### src/rtl/pixel_stream_proc_if.sv
// rtl/pixel_stream_proc_if.sv - valid/ready RGB pixel stream bundle
interface pixel_stream_proc_if #(
    parameter int DATA_W = 8
);
    logic              valid;
    logic              ready;
    logic [DATA_W-1:0] red;
    logic [DATA_W-1:0] green;
    logic [DATA_W-1:0] blue;

    modport master (output valid, output red, output green, output blue, input ready);
    modport slave  (input valid, input red, input green, input blue, output ready);
endinterface

### src/rtl/pixel_stream_proc.sv
// rtl/pixel_stream_proc.sv - frame-based RGB pixel processor, two-stage pipeline
module pixel_stream_proc #(
    parameter int DATA_W = 8,
    parameter int DIM_W  = 12
) (
    input  logic                CLK,
    input  logic                RESET,
    input  logic                START,
    input  logic [1:0]          OPCODE,
    input  logic [DATA_W:0]     OFFSET,
    input  logic [DATA_W-1:0]   THRESH,
    input  logic [DIM_W-1:0]    READ_WIDTH,
    input  logic [DIM_W-1:0]    READ_HEIGHT,
    pixel_stream_proc_if.slave  in_pix,
    pixel_stream_proc_if.master out_pix,
    output logic [DIM_W-1:0]    WRITE_WIDTH,
    output logic [DIM_W-1:0]    WRITE_HEIGHT,
    output logic [DIM_W-1:0]    WRITE_ROW,
    output logic [DIM_W-1:0]    WRITE_COL,
    output logic                BUSY,
    output logic                DONE
);
    typedef enum logic [1:0] {ST_IDLE, ST_RUN, ST_DRAIN} state_t;

    localparam logic [1:0] OP_BRIGHT = 2'd0;
    localparam logic [1:0] OP_GRAY   = 2'd1;
    localparam logic [1:0] OP_ROT90  = 2'd2;
    localparam logic [1:0] OP_THRESH = 2'd3;
    localparam int         YW        = 16 + DATA_W;

    state_t state_q, state_d;

    logic [1:0]        op_q;
    logic [DATA_W:0]   offset_q;
    logic [DATA_W-1:0] thresh_q;
    logic [DIM_W-1:0]  w_q, h_q;
    logic [DIM_W-1:0]  src_row_q, src_col_q;

    logic              s1_valid_q, s1_last_q;
    logic [DATA_W-1:0] s1_red_q, s1_green_q, s1_blue_q;
    logic [DIM_W-1:0]  s1_row_q, s1_col_q;

    logic              out_valid_q, out_last_q;
    logic [DATA_W-1:0] out_red_q, out_green_q, out_blue_q;
    logic [DIM_W-1:0]  out_row_q, out_col_q;

    logic              zero_done_q;

    logic adv, in_hs, out_hs, src_last, start_ok, start_empty;
    logic [DATA_W-1:0] res_red, res_green, res_blue, gray_y;
    logic [DIM_W-1:0]  res_row, res_col;
    logic [YW-1:0]     y_full;

    // Saturating signed add of the brightness offset, evaluated at DATA_W+2 bits
    function automatic logic [DATA_W-1:0] clamp_add(input logic [DATA_W-1:0] ch, input logic [DATA_W:0] off);
        logic signed [DATA_W+1:0] s;
        s = $signed({2'b00, ch}) + $signed({off[DATA_W], off});
        if (s < 0)
            return '0;
        else if (s > $signed({2'b00, {DATA_W{1'b1}}}))
            return '1;
        else
            return s[DATA_W-1:0];
    endfunction

    assign adv         = !out_valid_q || out_pix.ready;
    assign in_pix.ready = (state_q == ST_RUN) && adv;
    assign in_hs       = in_pix.valid && in_pix.ready;
    assign out_hs      = out_valid_q && out_pix.ready;
    assign src_last    = (src_row_q == h_q - DIM_W'(1)) && (src_col_q == w_q - DIM_W'(1));
    assign start_ok    = (state_q == ST_IDLE) && START;
    assign start_empty = (READ_WIDTH == '0) || (READ_HEIGHT == '0);

    assign out_pix.valid = out_valid_q;
    assign out_pix.red   = out_red_q;
    assign out_pix.green = out_green_q;
    assign out_pix.blue  = out_blue_q;
    assign WRITE_ROW     = out_row_q;
    assign WRITE_COL     = out_col_q;
    assign WRITE_WIDTH   = (op_q == OP_ROT90) ? h_q : w_q;
    assign WRITE_HEIGHT  = (op_q == OP_ROT90) ? w_q : h_q;
    assign BUSY          = (state_q != ST_IDLE);
    assign DONE          = zero_done_q || ((state_q == ST_DRAIN) && out_hs && out_last_q);

    // State register
    always_ff @(posedge CLK or negedge RESET) begin
        if (!RESET) state_q <= ST_IDLE;
        else        state_q <= state_d;
    end

    // Next-state logic: empty frames never leave IDLE
    always_comb begin
        state_d = state_q;
        case (state_q)
            ST_IDLE:  if (START && !start_empty) state_d = ST_RUN;
            ST_RUN:   if (in_hs && src_last)     state_d = ST_DRAIN;
            ST_DRAIN: if (out_hs && out_last_q)  state_d = ST_IDLE;
            default:  state_d = ST_IDLE;
        endcase
    end

    // Frame configuration captured on an accepted START
    always_ff @(posedge CLK or negedge RESET) begin
        if (!RESET) begin
            op_q <= '0; offset_q <= '0; thresh_q <= '0; w_q <= '0; h_q <= '0; zero_done_q <= 1'b0;
        end else begin
            zero_done_q <= start_ok && start_empty;
            if (start_ok) begin
                op_q     <= OPCODE;
                offset_q <= OFFSET;
                thresh_q <= THRESH;
                w_q      <= READ_WIDTH;
                h_q      <= READ_HEIGHT;
            end
        end
    end

    // Raster coordinate of the next source pixel
    always_ff @(posedge CLK or negedge RESET) begin
        if (!RESET) begin
            src_row_q <= '0; src_col_q <= '0;
        end else if (start_ok) begin
            src_row_q <= '0; src_col_q <= '0;
        end else if (in_hs) begin
            if (src_col_q == w_q - DIM_W'(1)) begin
                src_col_q <= '0;
                src_row_q <= src_row_q + DIM_W'(1);
            end else begin
                src_col_q <= src_col_q + DIM_W'(1);
            end
        end
    end

    // Stage-2 datapath: per-op pixel result and destination coordinate
    always_comb begin
        y_full    = YW'(in_zero(s1_red_q)) * YW'(77) + YW'(s1_green_q) * YW'(150) + YW'(s1_blue_q) * YW'(29);
        gray_y    = DATA_W'(y_full >> 8);
        res_red   = s1_red_q;
        res_green = s1_green_q;
        res_blue  = s1_blue_q;
        res_row   = s1_row_q;
        res_col   = s1_col_q;
        case (op_q)
            OP_BRIGHT: begin
                res_red   = clamp_add(s1_red_q, offset_q);
                res_green = clamp_add(s1_green_q, offset_q);
                res_blue  = clamp_add(s1_blue_q, offset_q);
            end
            OP_GRAY: begin
                res_red = gray_y; res_green = gray_y; res_blue = gray_y;
            end
            OP_ROT90: begin
                res_row = s1_col_q;
                res_col = h_q - DIM_W'(1) - s1_row_q;
            end
            OP_THRESH: begin
                res_red   = (gray_y >= thresh_q) ? '1 : '0;
                res_green = res_red;
                res_blue  = res_red;
            end
            default: ;
        endcase
    end

    function automatic logic [DATA_W-1:0] in_zero(input logic [DATA_W-1:0] v);
        return v;
    endfunction

    // Two pipeline stages, both frozen while the output is stalled
    always_ff @(posedge CLK or negedge RESET) begin
        if (!RESET) begin
            s1_valid_q <= 1'b0; s1_last_q <= 1'b0;
            s1_red_q <= '0; s1_green_q <= '0; s1_blue_q <= '0;
            s1_row_q <= '0; s1_col_q <= '0;
            out_valid_q <= 1'b0; out_last_q <= 1'b0;
            out_red_q <= '0; out_green_q <= '0; out_blue_q <= '0;
            out_row_q <= '0; out_col_q <= '0;
        end else if (adv) begin
            s1_valid_q  <= in_hs;
            s1_last_q   <= src_last;
            s1_red_q    <= in_pix.red;
            s1_green_q  <= in_pix.green;
            s1_blue_q   <= in_pix.blue;
            s1_row_q    <= src_row_q;
            s1_col_q    <= src_col_q;
            out_valid_q <= s1_valid_q;
            out_last_q  <= s1_last_q;
            out_red_q   <= res_red;
            out_green_q <= res_green;
            out_blue_q  <= res_blue;
            out_row_q   <= res_row;
            out_col_q   <= res_col;
        end
    end
endmodule

### src/flat_wrapper.sv
// flat-port wrapper written by rule: the top's interface ports become plain ports
module pixel_stream_proc_flat 
#(
    parameter int DATA_W = 8,
    parameter int DIM_W  = 12
)
  (CLK, RESET, START, OPCODE, OFFSET, THRESH, READ_WIDTH, READ_HEIGHT, WRITE_WIDTH, WRITE_HEIGHT, WRITE_ROW, WRITE_COL, BUSY, DONE, in_pix_valid, in_pix_red, in_pix_green, in_pix_blue, in_pix_ready, out_pix_valid, out_pix_red, out_pix_green, out_pix_blue, out_pix_ready);
  pixel_stream_proc_if #(.DATA_W(DATA_W)) in_pix_i ();
  pixel_stream_proc_if #(.DATA_W(DATA_W)) out_pix_i ();
  input  logic CLK;
  input  logic RESET;
  input  logic START;
  input  logic [1:0] OPCODE;
  input  logic [DATA_W:0] OFFSET;
  input  logic [DATA_W-1:0] THRESH;
  input  logic [DIM_W-1:0] READ_WIDTH;
  input  logic [DIM_W-1:0] READ_HEIGHT;
  output logic [DIM_W-1:0] WRITE_WIDTH;
  output logic [DIM_W-1:0] WRITE_HEIGHT;
  output logic [DIM_W-1:0] WRITE_ROW;
  output logic [DIM_W-1:0] WRITE_COL;
  output logic BUSY;
  output logic DONE;
  input wire logic [$bits(in_pix_i.valid)-1:0] in_pix_valid;
  input wire logic [$bits(in_pix_i.red)-1:0] in_pix_red;
  input wire logic [$bits(in_pix_i.green)-1:0] in_pix_green;
  input wire logic [$bits(in_pix_i.blue)-1:0] in_pix_blue;
  output wire logic [$bits(in_pix_i.ready)-1:0] in_pix_ready;
  output wire logic [$bits(out_pix_i.valid)-1:0] out_pix_valid;
  output wire logic [$bits(out_pix_i.red)-1:0] out_pix_red;
  output wire logic [$bits(out_pix_i.green)-1:0] out_pix_green;
  output wire logic [$bits(out_pix_i.blue)-1:0] out_pix_blue;
  input wire logic [$bits(out_pix_i.ready)-1:0] out_pix_ready;
  assign in_pix_i.valid = in_pix_valid;
  assign in_pix_i.red = in_pix_red;
  assign in_pix_i.green = in_pix_green;
  assign in_pix_i.blue = in_pix_blue;
  assign in_pix_ready = in_pix_i.ready;
  assign out_pix_valid = out_pix_i.valid;
  assign out_pix_red = out_pix_i.red;
  assign out_pix_green = out_pix_i.green;
  assign out_pix_blue = out_pix_i.blue;
  assign out_pix_i.ready = out_pix_ready;
  pixel_stream_proc #(.DATA_W(DATA_W), .DIM_W(DIM_W)) u_core (.CLK(CLK), .RESET(RESET), .START(START), .OPCODE(OPCODE), .OFFSET(OFFSET), .THRESH(THRESH), .READ_WIDTH(READ_WIDTH), .READ_HEIGHT(READ_HEIGHT), .in_pix(in_pix_i), .out_pix(out_pix_i), .WRITE_WIDTH(WRITE_WIDTH), .WRITE_HEIGHT(WRITE_HEIGHT), .WRITE_ROW(WRITE_ROW), .WRITE_COL(WRITE_COL), .BUSY(BUSY), .DONE(DONE));
endmodule
### config.mk
export PLATFORM = sky130hd
export DESIGN_NAME = pixel_stream_proc_flat
export DESIGN_NICKNAME = d
export VERILOG_FILES = /design/src/rtl/pixel_stream_proc_if.sv /design/src/rtl/pixel_stream_proc.sv /design/src/flat_wrapper.sv
export SDC_FILE = /design/constraint.sdc
export NUM_CORES = 1
export LEC_CHECK = 0
export ABC_CLOCK_PERIOD_IN_PS = 12600
export CAP_MARGIN = 25
export CORE_MARGIN = 2
export CORE_UTILIZATION = 60
export CTS_CLUSTER_DIAMETER = 60
export DETAILED_ROUTE_END_ITERATION = 8
export DONT_BUFFER_PORTS = 1
export PLACE_DENSITY_LB_ADDON = 0.08
export SLEW_MARGIN = 10
export SYNTH_ARGS = -nofsm -noshare
export SYNTH_HDL_FRONTEND = slang
export SYNTH_SLANG_ARGS = --single-unit
export TNS_END_PERCENT = 20
### constraint.sdc
create_clock -name CLK -period 12.6 [get_ports CLK]
set_clock_uncertainty 0.15 [all_clocks]
set_input_delay 2.52 -clock CLK [delete_from_list [all_inputs] [get_ports CLK]]
set_output_delay 2.52 -clock CLK [all_outputs]
set_load 0.005 [all_outputs]
==> metrics.md, run 1 <==
| Metric | Value |
|---|---|
| Status | complete, no violations |
| Initial antenna violation count | 0 |
| Hpwl dp | about 25 mm |
| Gp weighted congestion | slightly above 0.9 |
| Drt pass-1 iters | 5 |
| Clock power share | 0.149 |
| DRC viols | 0 |
| Die Y | 151 um |
| Min Tclk post-route | between 8000 and 9000 ps |
| Power Density | 247 nW/um^2 |
| Overflow after GRT | 0 |
| Crit path to | u_core.out_pix.green[6] |
| Combinational share of power | 0.639 |
| Setup CP Type | flip-flop to flip-flop |
| Peak supply drop | 0.000437 V |
| Initial Util | 0.616 |
| CP dominant cell by count | ha_1 |
| Fin crit share | 0.690 |
| Synth Cell Area | 13000 sq um |
| Reg power frac | 0.212 |
| Slew margin rel. | 0.469 |
| Worst path required time | 12760 ps |
| Diodes inserted | 0 |
| Worst-case clock buffer depth | 2 |
| CTS root buffer | clkbuf_16 |
| Post-layout nets | 1752 |
| H-tree depth | 4 |
| # hold bufs at CTS | 0 |
| Cell count after synthesis | 1525 |
| Tightest Pin Transition | roughly 800 ps |
| HP Start | u_core.s1_valid_q |
| Area Growth Syn to Fin | 5.71% |
| Row Count | between 50 and 60 |
| CP max stage delay | 580 ps |
| Cts bufs inserted | 17 |
| First-pass GRT wire length | roughly 54 mm |
| Via Count | 10638 |
| WL/cell | 19.0 um |
| Switching power | ~1.6 mW |
| Seq/Total Area, Yosys | 0.326 |
| Hold WS | 307 ps |
| Vias in the first global route | between 10000 and 15000 |
| Num ports | 148 |
| Core box area | roughly 21000 sq um |
| Synth unique cells | between 60 and 70 |
| Slowest CP cell | dfrtp_1 |
| Sw Ratio | 0.464 |
| Initial detailed-routing violation count | 799 |
| Crit start category | flip-flop |
| Worst Hold Class | flip-flop to flip-flop |
| Post-CTS setup repair buffer count | 0 |
| Max Freq | ~120 MHz |
| RSZ-0062 raised after global routing | false |
| Power Internal | 1.82 mW |
| FF-to-FF Start | u_core.s1_green_q[5] |
| Worst EP arrival | 8850 ps |
| Via/cell ratio | 5.99 |
| Synth Register Bits | 170 |
| Most common cell after layout, fill and taps aside | nand2_1 |
| Post-CTS sizing | 0 |
| Largest net degree at the start of global routing | 171 |
| Final slew viol count | 0 |
| DRT Wirelength | 33.7 mm |
| Syn_area_per_cell | 8.55 sq um |
| CTS sink cnt | 170 |
| Die ar. | 22900 sq um |
| Ys async rst share | 1.00 |
| R2R setup slack | 3900 ps |
| Finished Core Util | 0.651 |
| Post-Syn Nets | 1787 |
| Final setup violation count | 0 |
| Worst Path Max Fanout | 7 |
| GRT Total Usage | 0.307 |
| Number of port buffers | 0 |
| Clk slew on worst S/H paths | 70 ps |
| Crit Reg-Reg Endpoint | u_core.out_pix.green[6] |
| CP endpoint kind | flip-flop |
| Lkg Pwr | about 6.8 nW |
| Die X | 151 um |
| Top FF cell, synth | dfrtp_1 |
| Final Hold Fails | 0 |
| Layout cell share with drive strength beyond 1 | 0.0453 |
| Max-Cap Viols | 0 |
| Most frequent cells in the layout | nand2_1, dfrtp_1, inv_1 |
| CP Launch Point | u_core.s1_green_q[5] |
| R2r worst-path depth | 33 |
| Setup TNS | 0 ps |
| EDFF count, synth | 0 |
| Ys Warns | 0 |
| Antenna violation net count after detailed routing | 0 |
| Clk_lat worst skew | 430 ps |
| CTS tree | done |
## synthesized netlist by cell type, drive strengths merged, types with 4 or more instances
| library cell | n | area share |
|---|---|---|
| or4 | 6 | 0.0037 |
| o21a | 27 | 0.016 |
| or3 | 9 | 0.0043 |
| a211o | 4 | 0.0027 |
| xor2 | 34 | 0.023 |
| o31ai | 4 | 0.0023 |
| a211oi | 10 | 0.0058 |
| nand3 | 25 | 0.0096 |
| clkbuf | 52 | 0.015 |
| xnor2 | 48 | 0.032 |
| and2 | 5 | 0.0024 |
| ha | 131 | 0.13 |
| a21o | 10 | 0.0059 |
| fa | 59 | 0.091 |
| nand2b | 17 | 0.0082 |
| o21ai | 93 | 0.036 |
| nor4 | 17 | 0.011 |
| nor2 | 85 | 0.024 |
| nor2b | 8 | 0.0038 |
| a21oi | 59 | 0.023 |
| or2 | 9 | 0.0043 |
| nand2 | 355 | 0.10 |
| buf | 9 | 0.0042 |
| inv | 132 | 0.038 |
| nor3 | 18 | 0.0073 |
| a31oi | 21 | 0.010 |
| o211ai | 10 | 0.0058 |
| o22ai | 25 | 0.012 |
| and3 | 10 | 0.0049 |
| o21bai | 4 | 0.0023 |
| dfrtp | 170 | 0.33 |
| nand4 | 12 | 0.0058 |
## kinds of logic after synthesis
group / share of synthesized area
DFF: 0.326
xor gates and xnor gates: 0.0551
and+or+nand+nor: 0.201
muxes: 0.00230
buffers and inverters: 0.0572
AOI/OAI and AO/OA: 0.142
adders and majority gates: 0.216
## registers in the layout (all words and copies together), names as in the netlist, 2 cells and up
register              flops
u_core.WRITE_COL         12
u_core.WRITE_ROW         12
u_core.h_q               12
u_core.offset_q           9
u_core.op_q               2
u_core.out_pix.blue       8
u_core.out_pix.green      8
u_core.out_pix.red        8
u_core.s1_blue_q          8
u_core.s1_col_q          12
u_core.s1_green_q         8
u_core.s1_red_q           8
u_core.s1_row_q          12
u_core.src_col_q         12
u_core.src_row_q         12
u_core.state_q            2
u_core.thresh_q           8
u_core.w_q               12
## layer usage
layer	routed length [um]	GRT usage	share of wire	up-vias
met5	0	0	0	-
met4	968	0.0981	0.029	0
met3	2750	0.0702	0.082	62
met2	14300	0.445	0.42	401
met1	15700	0.455	0.47	5085
li1	-	-	-	5090
## worst max-delay path, delay by kind of cell (launching register included)
family,cells,cell delay [ps]
flops,1,580
fa+ha+maj,11,4090
xor+xnor,1,130
simple gates,6,1110
buf+inv,4,180
compound gates,11,2320
## per-stage QoR
step / power (mW) / setup WS (ps) / cells / area, sq um
3_5_place_dp: 2.84 / 4000 / 1745 / 13200
4_1_cts: 3.37 / 3930 / 1776 / 13800
5_1_grt: 3.76 / 3450 / 1777 / 13800
2_1_floorplan: 2.31 / 4640 / 1525 / 13000
6_report: 3.40 / 3900 / 1777 / 13800
3_3_place_gp: 2.75 / 4100 / 1745 / 13200
## worst min path at each step
stage / slack [ps] / cells after the start / endpoint
floorplan: 280 / 1 / u_core.out_pix.valid
finish: 310 / 1 / u_core.out_pix.valid
global placement: 290 / 1 / u_core.out_pix.valid
CTS: 310 / 1 / u_core.out_pix.valid
global route: 330 / 1 / u_core.out_pix.valid
detailed placement: 310 / 2 / u_core.s1_valid_q
## power by group through the flow
stage,combinational [mW],sequential [mW],clock (mW)
floorplan,1.62,0.696,0
global placement,2.02,0.729,0
detailed placement,2.11,0.730,0
CTS,2.14,0.720,0.512
global route,2.49,0.724,0.539
finish,2.17,0.720,0.508
## area by class of cell
type	count	area, sq um
repair buffers	7	65.1
well taps	275	344
clock buffers	17	425
inverters	132	495
flip-flops and latches	170	4250
fillers	1808	7370
multi-input cells	1162	8060
clock inverters	14	134
No activity file was read; power rests on OpenSTA's default activity.
==> run 2, diff against run 1 <==
--- a/config.mk
+++ b/config.mk
@@ -5,10 +5,10 @@
 export SDC_FILE = /design/constraint.sdc
 export NUM_CORES = 1
 export LEC_CHECK = 0
-export ABC_CLOCK_PERIOD_IN_PS = 12600
+export ABC_CLOCK_PERIOD_IN_PS = 7250
 export CAP_MARGIN = 25
 export CORE_MARGIN = 2
-export CORE_UTILIZATION = 60
+export CORE_UTILIZATION = 59
 export CTS_CLUSTER_DIAMETER = 60
 export DETAILED_ROUTE_END_ITERATION = 8
 export DONT_BUFFER_PORTS = 1
==> constraint.sdc (replaced) <==
create_clock -name CLK -period 7.25 [get_ports CLK]
set_clock_uncertainty 0.15 [all_clocks]
set_input_delay 1.45 -clock CLK [delete_from_list [all_inputs] [get_ports CLK]]
set_output_delay 1.45 -clock CLK [all_outputs]
set_load 0.005 [all_outputs]
==> run 2 against run 1 <==
Compared with the run above: routed wire length increased by 2.8%; critical path depth unchanged; sequential power increased by 72%; final area increased by 4.7%; register-to-register slack got worse by 4400 ps; clock power increased by 69%; first-iteration DRC count decreased by 26%; die area increased by 1.6%; sequential cell count unchanged; fmax increased by 13%; critical path type unchanged; largest cell class unchanged; non-clock buffer count increased by 45; the run now ends with setup timing left; via count increased by 1.6%.
==> metrics.md, run 2 (synthesis gave the netlist of run 1 again) <==
| Metric | Value |
|---|---|
| Status | finished with violations (was complete, no violations) |
| Failing checks | setup timing |
| Sw Ratio | 0.437 (was 0.464) |
| Slowest CP cell | fa_2 (was dfrtp_1) |
| WL/cell | 19.0 um (about the same) |
| Most frequent cells in the layout | nand2_1, dfrtp_1, inv_1 (unchanged) |
| Worst Path Max Fanout | 7 (unchanged) |
| CP dominant cell by count | ha_4 (was ha_1) |
| Largest net degree at the start of global routing | 171 (unchanged) |
| CTS sink cnt | 170 (unchanged) |
| Max Freq | 130 MHz (was 115 MHz) |
| Vias in the first global route | 10604 (was 10071) |
| Power Internal | 4.05 mW (was 1.82 mW) |
| Fillcell total | 1846 (was 1808) |
| Clock power share | 0.120 (was 0.149) |
| H-tree depth | 4 (unchanged) |
| CP max stage delay | 540 ps (was 580 ps) |
| Via/cell ratio | 5.92 (was 5.99) |
| Power Density | 498 nW/um^2 (was 247 nW/um^2) |
| Drt pass-1 iters | 6 (was 5) |
| Finished Core Util | 0.663 (was 0.651) |
| Setup TNS | -10010 ps (was 0 ps) |
| Initial detailed-routing violation count | 592 (was 799) |
| M2 GR Usage | 0.435 (was 0.445) |
| Cts bufs inserted | 17 (unchanged) |
| Gp weighted congestion | 0.942 (was 0.929) |
| Overflow after GRT | 0 (unchanged) |
| Fin crit share | 1.06 (was 0.690) |
| Design area | 14400 sq um (was 13800 sq um) |
| DRT Wirelength | 34.6 mm (was 33.7 mm) |
| Peak supply drop | 0.000709 V (was 0.000437 V) |
| CP endpoint kind | flip-flop (unchanged) |
| Switching power | 3.14 mW (was 1.58 mW) |
| Die X | 153 um (was 151 um) |
| Crit start category | flip-flop (unchanged) |
| Die ar. | 23300 sq um (was 22900 sq um) |
| RSZ-0062 raised after global routing | true (was false) |
| Initial antenna violation count | 0 (unchanged) |
| Worst path required time | 7420 ps (was 12760 ps) |
| First-pass GRT wire length | 56.6 mm (was 53.8 mm) |
| CTS tree | done (unchanged) |
| Clk_lat worst skew | 430 ps (about the same) |
| Antenna violation net count after detailed routing | 0 (unchanged) |
| FF/Latch Area | 4260 sq um (was 4250 sq um) |
| Tightest Pin Transition | 1060 ps (was 796 ps) |
| Hpwl dp | 26.2 mm (was 25.3 mm) |
| Max-Cap Viols | 0 (unchanged) |
| Worst-case clock buffer depth | 2 (unchanged) |
| Die Y | 153 um (was 151 um) |
| Area Growth Syn to Fin | 10.7% (was 5.71%) |
| Final slew viol count | 0 (unchanged) |
| Diodes inserted | 0 (unchanged) |
| Initial Util | 0.599 (was 0.616) |
| Final setup violation count | 24 (was 0) |
| Worst Hold Class | flip-flop to flip-flop (unchanged) |
| Post-layout nets | 1797 (was 1752) |
| Worst EP arrival | 7890 ps (was 8850 ps) |
| Met3 usage | 0.0751 (was 0.0702) |
| GRT Total Usage | 0.304 (was 0.307) |
| CTS root buffer | clkbuf_16 (unchanged) |
| Core box area | 21800 sq um (was 21200 sq um) |
| Final Hold Fails | 0 (unchanged) |
| Reg power frac | 0.172 (was 0.212) |
| Min Tclk post-route | 7720 ps (was 8700 ps) |
| # hold bufs at CTS | 0 (unchanged) |
| Layout cell share with drive strength beyond 1 | 0.101 (was 0.0453) |
| Setup CP Type | flip-flop to flip-flop (unchanged) |
| Slew margin rel. | 0.293 (was 0.469) |
| Via Count | 10812 (was 10638) |
| PnR worst setup slack | -471 ps (was 3900 ps) |
| Row Count | 54 (was 53) |
| DRC viols | 0 (unchanged) |
| Most common cell after layout, fill and taps aside | nand2_1 (unchanged) |
| Multi-input logic area | 8370 sq um (was 8060 sq um) |
| Placed Area | 13700 sq um (was 13200 sq um) |
| Num ports | 148 (unchanged) |
| Number of port buffers | 0 (unchanged) |
| Clk slew on worst S/H paths | 70 ps (about the same) |
| Met1 Track Usage GR | 0.459 (was 0.455) |
| Lkg Pwr | 7.08 nW (was 6.84 nW) |
| Combinational share of power | 0.708 (was 0.639) |
| Most used routing layer | met1 (unchanged) |
==> run 2: changes by cell type in the layout (fill, tap and decap cells not counted), sizes merged <==
cell | previous run | this run
inv | 139 | 135
clkinv | 3 | 7
clkinvlp | 4 | 2
clkbuf | 17 | 19
buf | 7 | 52
==> run 2: worst max-delay path, delay by kind of cell (launching register included) <==
family                     cells  cell delay [ps]
xor gates and xnor gates       1              120
and+or+nand+nor                6              910
buffers and inverters          4              200
adders and majority gates     11             3660
DFF                            1              430
AOI/OAI and AO/OA             11             2100
==> run 2: final timing paths <==
| kind | start | to | slack [ps] | cells after the start |
|---|---|---|---|---|
| min in group asynchronous | RESET | u_core.s1_green_q[3] | 560 | 0 |
| hold / removal | u_core.s1_valid_q | u_core.out_pix.valid | 310 | 1 |
| max in group asynchronous | RESET | u_core.src_row_q[9] | 6150 | 0 |
| setup reg to reg | u_core.s1_green_q[3] | u_core.out_pix.blue[6] | -470 | 33 |
| hold reg to reg | u_core.s1_valid_q | u_core.out_pix.valid | 310 | 1 |
| setup / recovery | u_core.s1_green_q[3] | u_core.out_pix.blue[6] | -470 | 33 |
==> run 2: final cells by class <==
| cell class | instances | share of cell area |
|---|---|---|
| clock inverter | 12 | 0.00650 |
| tap | 280 | 0.0243 |
| multi-input combinational | 1162 | 0.580 |
| sequential | 170 | 0.295 |
| clock buffer | 19 | 0.0307 |
| timing repair buffer | 52 | 0.0293 |
| inverter | 132 | 0.0343 |
==> run 2: stage by stage <==
stage	hold WS (ps)	std cells	worst slack (ps)	power, mW
after floorplan	285	1525	-206	4.28
after global placement	299	1787	-468	5.42
after detailed placement	301	1789	-664	5.59
after CTS	317	1824	-511	6.85
after global routing	345	1827	-753	7.79
final	311	1827	-471	7.19
==> run 2: repair_timing <==
action	in CTS	in global routing
endpoints found under the setup margin	24	24
buffers inserted	4	3
hold endpoints to repair	0	0
pin swaps	27	8
resized for setup	19	10
==> run 2: power by group through the flow <==
stage               Sequential, mW  Clock, mW  Combinational, mW
floorplan                     1.21          0               3.07
global placement              1.25          0               4.16
detailed placement            1.25          0               4.34
CTS                           1.24      0.868               4.75
global route                  1.25      0.908               5.63
finish                        1.24      0.861               5.09
==> run 2: metal layers <==
| metal | up-vias | wire length [um] |
|---|---|---|
| li1 | 5171 | - |
| met1 | 5182 | 16100 |
| met2 | 411 | 14600 |
| met3 | 48 | 3030 |
| met4 | 0 | 829 |
| met5 | - | 0 |
==> run 3, diff against run 2 <==
--- a/config.mk
+++ b/config.mk
@@ -6,8 +6,8 @@
 export NUM_CORES = 1
 export LEC_CHECK = 0
 export ABC_CLOCK_PERIOD_IN_PS = 7250
-export CAP_MARGIN = 25
-export CORE_MARGIN = 2
+export CAP_MARGIN = 10
+export CORE_MARGIN = 4
 export CORE_UTILIZATION = 59
 export CTS_CLUSTER_DIAMETER = 60
 export DETAILED_ROUTE_END_ITERATION = 8
==> run 3 against run 2 <==
Compared with the run above: the flow still finishes with violations (setup timing); combinational power shrank 7.9%; power shrank 4.3%; worst setup slack lost 110 ps; critical path depth grew 1; register-to-register slack lost 110 ps; first-iteration DRC count grew 32%; routed wire length grew 1.3%; global-route usage shrank 1.1 points; hold slack gained 9.1 ps; critical path type unchanged; largest cell class unchanged; highest routed layer unchanged.
==> metrics.md, run 3 (synthesis gave the netlist of run 1 again) <==
| Metric | Value |
|---|---|
| Status | finished with violations (unchanged) |
| Failing checks | setup timing (unchanged) |
| FF-to-FF Start | u_core.s1_green_q[3] (unchanged) |
| Post-layout nets | 1797 (unchanged) |
| CTS tree | done (unchanged) |
| Initial detailed-routing violation count | 784 (was 592) |
| CP endpoint kind | flip-flop (unchanged) |
| Die X | 157 um (was 153 um) |
| Setup slack after placement | -534 ps (was -664 ps) |
| Antenna violation net count after detailed routing | 0 (unchanged) |
| Hpwl dp | 26.3 mm (was 26.2 mm) |
| Gp weighted congestion | 0.904 (was 0.942) |
| Layout cell share with drive strength beyond 1 | 0.0988 (was 0.101) |
| CP dominant cell by count | ha_4 (unchanged) |
| Min Tclk post-route | 7830 ps (was 7720 ps) |
| Fin crit share | 1.08 (was 1.06) |
| Num ports | 148 (unchanged) |
| Worst-case clock buffer depth | 2 (unchanged) |
| Initial Util | 0.599 (unchanged) |
| Worst path required time | 7400 ps (was 7420 ps) |
| HP Start | u_core.s1_valid_q (unchanged) |
| Area Growth Syn to Fin | 10.5% (was 10.7%) |
| Initial antenna violation count | 0 (unchanged) |
| Crit start category | flip-flop (unchanged) |
| Worst Path Max Fanout | 4 (was 7) |
| Most frequent cells in the layout | nand2_1, dfrtp_1, inv_1 (unchanged) |
| First-pass GRT wire length | 56.6 mm (about the same) |
| Largest net degree at the start of global routing | 171 (unchanged) |
| Max Freq | 128 MHz (was 130 MHz) |
| Die Y | 157 um (was 153 um) |
| Vias in the first global route | 10413 (was 10604) |
| RSZ-0062 raised after global routing | true (unchanged) |
| Most common cell after layout, fill and taps aside | nand2_1 (unchanged) |
| Die ar. | 24500 sq um (was 23300 sq um) |
| Final setup violation count | 24 (unchanged) |
| CP max stage delay | 560 ps (was 540 ps) |
| Row Count | 54 (unchanged) |
| WL/cell | 19.2 um (was 19.0 um) |
| Slew margin rel. | 0.237 (was 0.293) |
| DRC viols | 0 (unchanged) |
| Peak supply drop | 0.000688 V (was 0.000709 V) |
| R2R setup slack | -580 ps (was -470 ps) |
| Core box area | 21800 sq um (unchanged) |
| GRT Total Usage | 0.293 (was 0.304) |
| Worst EP arrival | 7970 ps (was 7890 ps) |
| Tightest Pin Transition | 1140 ps (was 1060 ps) |
| Drt pass-1 iters | 5 (was 6) |
| Placed Area | 13600 sq um (was 13700 sq um) |
| Final Hold Fails | 0 (unchanged) |
| Fillcell total | 1825 (was 1846) |
| Via Count | 10674 (was 10812) |
| R2r worst-path depth | 34 (was 33) |
| Lkg Pwr | 7.09 nW (was 7.08 nW) |
| PnR worst setup slack | -576 ps (was -471 ps) |
| WHS Path Cells | 1 (unchanged) |
| DRT Wirelength | 35.1 mm (was 34.6 mm) |
| Power Density | 478 nW/um^2 (was 498 nW/um^2) |
| H-tree depth | 4 (unchanged) |
| Via/cell ratio | 5.84 (was 5.92) |
| Worst Hold Class | flip-flop to flip-flop (unchanged) |
| Final slew viol count | 0 (unchanged) |
| Setup CP Type | flip-flop to flip-flop (unchanged) |
| Design area | 14400 sq um (about the same) |
| Cts bufs inserted | 17 (unchanged) |
| CTS sink cnt | 170 (unchanged) |
| Hold endpoint | u_core.out_pix.valid (unchanged) |
| Max-Cap Viols | 0 (unchanged) |
| Hold WS | 320 ps (was 311 ps) |
| Diodes inserted | 0 (unchanged) |
| Crit Reg-Reg Endpoint | u_core.out_pix.green[1] (was u_core.out_pix.blue[6]) |
| Number of port buffers | 0 (unchanged) |
| Slowest CP cell | fa_1 (was fa_2) |
| Clk_lat worst skew | 440 ps (was 430 ps) |
| CTS root buffer | clkbuf_16 (unchanged) |
| Clk slew on worst S/H paths | 70 ps (about the same) |
| Overflow after GRT | 0 (unchanged) |
[run 3: changes by cell type in the layout (fill, tap and decap cells not counted), sizes merged]
cell,before,now
inv,135,139
bufinv,0,2
clkinv,7,2
[run 3: worst max-delay path by stage]
stage,startpoint,to,slack [ps],depth (start not counted)
finish,u_core.s1_green_q[3],u_core.out_pix.green[1],-580,34
global route,u_core.s1_green_q[3],u_core.out_pix.green[1],-860,34
CTS,u_core.s1_green_q[4],u_core.out_pix.red[1],-520,30
detailed placement,u_core.s1_green_q[3],u_core.out_pix.green[1],-530,33
global placement,u_core.s1_green_q[3],u_core.out_pix.green[1],-430,33
floorplan,u_core.s1_green_q[6],u_core.out_pix.blue[5],-210,29
[run 3: worst max-delay path: cells and delay by family, from the launching register on]
family,cells,cell delay (ps)
flip-flops,1,440
XOR/XNOR,1,120
AO/OA/AOI/OAI,12,2120
buffers and inverters,5,310
adder cells (fa/ha/maj),11,3710
AND/OR/NAND/NOR,5,810
[run 3: power breakdown]
part / switching, mW / internal, mW
sequential: 0.0997 / 1.14
combinational: 2.43 / 2.26
clock: 0.430 / 0.528
[run 3: layer usage]
| metal | vias to the layer above | part of all wire | track usage |
|---|---|---|---|
| met3 | 39 | 0.073 | 0.0650 |
| met5 | - | 0 | 0 |
| met2 | 320 | 0.43 | 0.425 |
| li1 | 5172 | - | - |
| met4 | 0 | 0.017 | 0.0711 |
| met1 | 5143 | 0.48 | 0.449 |
[run 3: through the flow]
stage | total power, mW | util | std cells | setup TNS, ps
3_3_place_gp | 5.32 | 0.627 | 1789 | -9510
5_1_grt | 7.52 | 0.662 | 1828 | -18800
3_5_place_dp | 5.50 | 0.627 | 1789 | -11770
6_report | 6.88 | 0.662 | 1828 | -12540
2_1_floorplan | 4.28 | - | 1525 | -3820
4_1_cts | 6.72 | 0.658 | 1826 | -11340
[run 3: cell type report]
type	instances	area (sq um)	area share
multi-input cells	1162	8310	0.577
inverters	132	495	0.0344
flip-flops and latches	170	4260	0.296
clock buffers	19	443	0.0308
clock inverters	13	155	0.0108
repair buffers	52	390	0.0271
well taps	280	350	0.0243
[run 3: what timing repair did]
action                                 CTS  global route
pin swaps                                5            20
setup endpoints to repair               24            24
gates cloned                             0             0
setup buffers                            5             2
hold buffers                             0             0
gates resized for setup                  8            11
endpoints found under the hold margin    0             0
